==> src/rtl/mult_div_unit.sv <==
// Iterative radix-2 multiply/divide unit producing the HI/LO pair, one result bit per cycle.
// Optional feature: define MDU_EARLY_EXIT_EN to let multiplies finish once the multiplier is exhausted.
module mult_div_unit #(
    parameter int WIDTH = 32
) (
    input  logic             clk,
    input  logic             rst_n,
    input  logic             start,
    input  logic [1:0]       op,
    input  logic [WIDTH-1:0] op_a,
    input  logic [WIDTH-1:0] op_b,
    output logic             busy,
    output logic             done,
    output logic [WIDTH-1:0] hi,
    output logic [WIDTH-1:0] lo
);
    localparam int CW = $clog2(WIDTH);

    typedef enum logic [1:0] {IDLE, RUN, FINISH} state_t;

    state_t               state;
    logic [CW-1:0]        count;
    logic                 is_div;
    logic                 neg_res;
    logic                 neg_rem;
    logic [2*WIDTH-1:0]   acc;
    logic [2*WIDTH-1:0]   mcand;
    logic [WIDTH-1:0]     mplier;
    logic [WIDTH-1:0]     rem;
    logic [WIDTH-1:0]     quo;
    logic [WIDTH-1:0]     divisor;

    logic                 is_signed;
    logic [WIDTH-1:0]     a_abs;
    logic [WIDTH-1:0]     b_abs;
    logic [WIDTH:0]       rem_shift;
    logic [WIDTH-1:0]     rem_diff;
    logic                 fits;
    logic                 early_exit;
    logic [2*WIDTH-1:0]   mul_fix;
    logic [WIDTH-1:0]     quo_fix;
    logic [WIDTH-1:0]     rem_fix;

    // Signed ops run on magnitudes; the most-negative value maps onto itself, which is its correct unsigned magnitude.
    assign is_signed = ~op[0];
    assign a_abs     = (is_signed && op_a[WIDTH-1]) ? -op_a : op_a;
    assign b_abs     = (is_signed && op_b[WIDTH-1]) ? -op_b : op_b;

    assign rem_shift = {rem, quo[WIDTH-1]};
    assign fits      = rem_shift >= {1'b0, divisor};
    assign rem_diff  = rem_shift[WIDTH-1:0] - divisor;

    assign mul_fix   = neg_res ? -acc : acc;
    assign quo_fix   = neg_res ? -quo : quo;
    assign rem_fix   = neg_rem ? -rem : rem;

`ifdef MDU_EARLY_EXIT_EN
    assign early_exit = ~is_div & (mplier == '0);
`else
    assign early_exit = 1'b0;
`endif

    // Multiply accumulates a left-shifting multiplicand, so stopping early leaves the product exact.
    always_ff @(posedge clk or negedge rst_n) begin
        if (!rst_n) begin
            state   <= IDLE;
            count   <= '0;
            is_div  <= 1'b0;
            neg_res <= 1'b0;
            neg_rem <= 1'b0;
            acc     <= '0;
            mcand   <= '0;
            mplier  <= '0;
            rem     <= '0;
            quo     <= '0;
            divisor <= '0;
            busy    <= 1'b0;
            done    <= 1'b0;
            hi      <= '0;
            lo      <= '0;
        end else begin
            done <= 1'b0;
            case (state)
                IDLE: begin
                    if (start) begin
                        is_div  <= op[1];
                        neg_res <= is_signed & (op_a[WIDTH-1] ^ op_b[WIDTH-1]);
                        neg_rem <= is_signed & op_a[WIDTH-1];
                        acc     <= '0;
                        mcand   <= {{WIDTH{1'b0}}, a_abs};
                        mplier  <= b_abs;
                        rem     <= '0;
                        quo     <= a_abs;
                        divisor <= b_abs;
                        count   <= '0;
                        busy    <= 1'b1;
                        state   <= RUN;
                    end
                end
                RUN: begin
                    if (early_exit) begin
                        state <= FINISH;
                    end else begin
                        if (is_div) begin
                            rem <= fits ? rem_diff : rem_shift[WIDTH-1:0];
                            quo <= {quo[WIDTH-2:0], fits};
                        end else begin
                            if (mplier[0]) begin
                                acc <= acc + mcand;
                            end
                            mcand  <= mcand << 1;
                            mplier <= mplier >> 1;
                        end
                        count <= count + CW'(1);
                        if (count == CW'(WIDTH - 1)) begin
                            state <= FINISH;
                        end
                    end
                end
                FINISH: begin
                    if (is_div) begin
                        hi <= rem_fix;
                        lo <= quo_fix;
                    end else begin
                        hi <= mul_fix[2*WIDTH-1:WIDTH];
                        lo <= mul_fix[WIDTH-1:0];
                    end
                    done  <= 1'b1;
                    busy  <= 1'b0;
                    state <= IDLE;
                end
                default: begin
                    state <= IDLE;
                    busy  <= 1'b0;
                end
            endcase
        end
    end
endmodule

==> config.mk <==
export PLATFORM = sky130hd
export DESIGN_NAME = mult_div_unit
export DESIGN_NICKNAME = d
export VERILOG_FILES = /design/src/rtl/mult_div_unit.sv
export SDC_FILE = /design/constraint.sdc
export NUM_CORES = 1
export LEC_CHECK = 0
export BUFFER_PORTS_ARGS = -buffer_cell sky130_fd_sc_hd__buf_2
export CELL_PAD_IN_SITES_DETAIL_PLACEMENT = 0
export CELL_PAD_IN_SITES_GLOBAL_PLACEMENT = 1
export CORE_ASPECT_RATIO = 1.1
export CORE_MARGIN = 4
export CORE_UTILIZATION = 47
export DETAILED_ROUTE_END_ITERATION = 10
export GPL_ROUTABILITY_DRIVEN = 1
export MAX_ROUTING_LAYER = met4
export PLACE_DENSITY = 0.81
export SLEW_MARGIN = 20
export SYNTH_ARGS = -nofsm -noshare
export SYNTH_HDL_FRONTEND = slang
export SYNTH_SLANG_ARGS = --single-unit
==> constraint.sdc <==
create_clock -name clk -period 4.5 [get_ports clk]
set_clock_uncertainty 0.05 [all_clocks]
set_input_delay 0.675 -clock clk [delete_from_list [all_inputs] [get_ports clk]]
set_output_delay 0.675 -clock clk [all_outputs]
set_load 0.02 [all_outputs]
==> results.md <==
| Item | This run | Unit |
| --- | --- | --- |
| Ratio of total power to cell area | 775 | mW/mm² |
| Delay of the slowest cell on the worst path | 500 | ps |
| Yosys warns | 0 | - |
| Kind of cell adding the most delay to the critical path | compound AO/OA/AOI/OAI gates | - |
| Placed Cells incl. Taps | 3441 | - |
| Total DRC errors in the routed layout | 0 | - |
| Worst-case setup slack after placement | 555 | ps |
| Critical Path Slowest Stage Cell | sky130_fd_sc_hd__a41oi_1 | - |
| DR WL met2 | 30800 | µm |
| R2R Setup Slk | 480 | ps |
| Switching Fraction | 0.474 | - |
| Proportion of synthesized chip area in sequential cells | 0.368 | - |
| Run status | complete, no violations | - |
| Dpl cell area | 0.0239 | mm² |
| Filler instances | 4531 | - |
| Clock share of power | 0.170 | - |
| Resized cells post-CTS | 0 | - |
| 1st-iter DRT viols | 1473 | - |
| Worst slew pin tran | 989 | ps |
| Worst slew slack as a fraction of its limit | 0.341 | - |
| Post-Syn Nets | 2957 | - |
| Root buf cell | sky130_fd_sc_hd__clkbuf_16 | - |
| Deepest level of the CTS H-tree | 2 | - |
| Logic depth of the worst register-to-register path | 15 | - |
| Post-layout nets | 3020 | - |
| Antenna fix cells | 0 | - |
| Asr flop ratio synth | 1.00 | - |
| Ratio of routed vias to standard cells | 5.86 | - |
| Final estimated routing congestion in global placement | 0.960 | - |
| Top layer reached by signal wires | met4 | - |
| Total standard cell area after synthesis | 0.0226 | mm² |
| Cell area after layout | 0.0252 | mm² |
| Mapped Avg Cell Area | 8.11 | µm² |
| Final-report setup violation count | 0 | - |
| Die height | 238 | µm |
| R2R Path End | acc[56] | - |
| Type of the tightest min-delay check | in -> async | - |
| Critical path data required time | 4890 | ps |
| Leakage component of the power | 11.2 | nW |
| Highest ir drop seen on vdd | 706 | µV |
| Length of routed wiring on met1 | 32100 | µm |
| Number of failing hold endpoints at the final stage | 0 | - |
| CP endpoint kind | flip-flop | - |
| Number of global-route vias before repair | 19559 | - |
| Fraction of final layout cells sized beyond drive strength 1 | 0.0911 | - |
| Setup WS post-layout | 484 | ps |
| Count of unique library cells instantiated by Yosys | 66 | - |
| Number of clock sinks | 332 | - |
| Critical path data arrival time | 4410 | ps |
| Combinational power share | 0.548 | - |
| Length of routed met3 wiring | 3390 | µm |
| Crit-path most repeated cell | sky130_fd_sc_hd__o21ai_0 | - |
| Wire per inst | 19.3 | µm |
| Launch instance of the worst register-to-register path | acc[0] | - |
| Number of cell rows | 83 | - |
| Number of antenna violations at the first check in global routing | 0 | - |
| Worst setup SP type | flip-flop | - |
| Max_cap viols | 0 | - |
| Clock buffer depth | 3 | - |
| Largest fanout on the critical path | 5 | - |
| Setup repair bufs after CTS | 0 | - |
| Internal power | 10.3 | mW |
| Final WL | 67700 | µm |
| Overall power | 19.5 | mW |
| Number of synthesized flops with an enable pin | 0 | - |
| Remaining antenna violation count | 0 | - |
| Largest net degree at the start of global routing | 121 | - |
| Number of max-slew violations in the final report | 0 | - |
| Register share of total power | 0.282 | - |
| Total routing resource utilization after global routing | 0.264 | - |
| Final period util | 0.892 | - |
| FF+latch count, synth | 332 | - |
| Number of placed I/O pins | 135 | - |
| Post-Layout Cell Count | 3512 | - |
| Clock slew at reported path FFs | 60 | ps |
| Crit Path Class | reg -> reg | - |
| Number of buffer and inverter stages on the critical path | 2 | - |
| Cell type contributing the most total cell area after synthesis | sky130_fd_sc_hd__dfrtp_1 | - |
| TritonCTS clock tree | yes | - |
| X dimension of the die | 217 | µm |
| Area growth syn-to-layout | 11.7 | % |
| Number of buffers created by CTS | 40 | - |
| Later-pin clock latency in the skew report | 560 | ps |
| Starting density of the core | 0.480 | - |
| Critical-path cell list | ha_1, inv_1, fa_1, nand2b_1, a21oi_1, nor4_1, o21ai_0, a41oi_1, a211oi_1, a211oi_1, buf_4, o21ai_0, a41oi_1, xor2_1, o21ai_0 | - |
| Die area | 0.0516 | mm² |
| Most used flip-flop cell after synthesis | sky130_fd_sc_hd__dfrtp_1 | - |
| Number of standard cells after synthesis | 2784 | - |
| Number of input and output port buffers inserted | 134 | - |
| Global-route wire length before repair | 108000 | µm |
| Net switching power | 9.26 | mW |
| Post-Route Setup TNS | 0 | ps |
| Period minus WS final | 4020 | ps |
| Dominant cell by count in the synthesized netlist | sky130_fd_sc_hd__nand2_1 | - |
| Pre-Repair DR Iteration Count | 6 | - |
| Detail Placement HPWL | 50700 | µm |
| Top cells by count, synth | sky130_fd_sc_hd__nand2_1, sky130_fd_sc_hd__o21ai_0, sky130_fd_sc_hd__dfrtp_1 | - |
| Area contributors post-synth | sky130_fd_sc_hd__dfrtp_1, sky130_fd_sc_hd__o21ai_0, sky130_fd_sc_hd__nand2_1, sky130_fd_sc_hd__xnor2_1, sky130_fd_sc_hd__ha_1 | - |
| Grt ovf | 0 | - |
| Top-area cell type share of the netlist area | 0.368 | - |
| Highest clock rate | 0.249 | GHz |
| Overall via count from detail_route | 20580 | - |
| Cts-stage hold buffer count | 0 | - |
| Setup repair after global routing missed its margin | no | - |
| Placeable core area | 0.0470 | mm² |
## sequential cells by signal, summed over array words and instances (netlist names), 2 cells and up
register,count
hi,32
lo,32
mplier,32
quo,32
divisor,32
acc,64
state,2
rem,32
count,5
mcand,64
## placed cells by master (no fill, tap or decap), types with 5 or more instances in the layout
cell	Yosys	final
sky130_fd_sc_hd__o211ai_1	10	10
sky130_fd_sc_hd__o21ai_1	15	15
sky130_fd_sc_hd__nand3_1	29	29
sky130_fd_sc_hd__buf_4	0	31
sky130_fd_sc_hd__clkbuf_8	0	10
sky130_fd_sc_hd__o21bai_1	23	23
sky130_fd_sc_hd__nand4_1	24	24
sky130_fd_sc_hd__clkbuf_16	0	41
sky130_fd_sc_hd__or4_1	20	20
sky130_fd_sc_hd__or3_1	28	28
sky130_fd_sc_hd__nor4_1	23	23
sky130_fd_sc_hd__a21oi_1	215	213
sky130_fd_sc_hd__o21a_1	7	7
sky130_fd_sc_hd__o31ai_1	45	45
sky130_fd_sc_hd__a41oi_1	7	7
sky130_fd_sc_hd__nor2_1	123	122
sky130_fd_sc_hd__and3_1	17	17
sky130_fd_sc_hd__xnor2_1	154	154
sky130_fd_sc_hd__nand2_1	479	478
sky130_fd_sc_hd__mux2i_1	27	27
sky130_fd_sc_hd__and2_1	13	13
sky130_fd_sc_hd__clkbuf_1	131	7
sky130_fd_sc_hd__a31oi_1	14	14
sky130_fd_sc_hd__o21ai_0	476	476
sky130_fd_sc_hd__a211oi_1	8	8
sky130_fd_sc_hd__inv_1	89	89
sky130_fd_sc_hd__nor2b_1	20	19
sky130_fd_sc_hd__buf_2	0	133
sky130_fd_sc_hd__nand2b_1	26	24
sky130_fd_sc_hd__o41ai_1	21	21
sky130_fd_sc_hd__nor3_1	31	31
sky130_fd_sc_hd__dfrtp_1	332	330
sky130_fd_sc_hd__xor2_1	110	110
sky130_fd_sc_hd__or4_4	5	5
sky130_fd_sc_hd__a21o_1	42	41
sky130_fd_sc_hd__a22o_1	43	43
sky130_fd_sc_hd__ha_1	102	102
sky130_fd_sc_hd__clkinv_2	0	6
## worst max path at each step
stage          startpoint         end  cells after the start
5_1_grt           acc[28]     acc[57]                     12
3_3_place_gp      op_b[4]  mplier[27]                     12
2_1_floorplan      acc[0]     acc[56]                     14
4_1_cts            acc[0]     acc[56]                     15
3_5_place_dp      op_b[4]  mplier[27]                     12
6_report           acc[0]     acc[56]                     15
## power by group through the flow
stage               clock network, mW  registers, mW  logic [mW]
CTS                              3.38           5.50        10.7
global placement                    0           5.48        10.5
detailed placement                  0           5.55        10.6
floorplan                           0           5.25        7.75
finish                           3.32           5.52        10.7
global route                     3.50           5.68        12.0
## cells by family (layout without fill, tap and decap cells)
family                     count (synthesis)  count (layout)  synth area share
DFF                                      332             332             0.368
adders and majority gates                104             104            0.0583
muxes                                     29              29            0.0135
buffers and inverters                    237             328            0.0397
AOI/OAI and AO/OA                        961             961             0.247
and+or+nand+nor                          857             857             0.171
xor gates and xnor gates                 264             264             0.102
## metal layers
metal / track usage / up-vias
met4: 0.0572 / 0
met2: 0.407 / 504
met1: 0.375 / 10000
li1: - / 9983
met3: 0.0352 / 93
met5: - / -
## metrics by stage
step	utilization	hold WS [ps]
after floorplan	-	329
after global placement	0.507	407
after detailed placement	0.507	415
after CTS	0.535	210
after global routing	0.536	265
final	0.536	190
## layout make-up
type | instances | area (µm²) | area share
Clock buffer | 58 | 1190 | 0.0472
Clock inverter | 12 | 146 | 0.00580
Inverter | 89 | 334 | 0.0132
Multi-Input combinational cell | 2215 | 13400 | 0.533
Sequential cell | 332 | 8310 | 0.330
Tap cell | 637 | 797 | 0.0316
Timing Repair Buffer | 169 | 1000 | 0.0397
(Power assumes the default switching activity.)
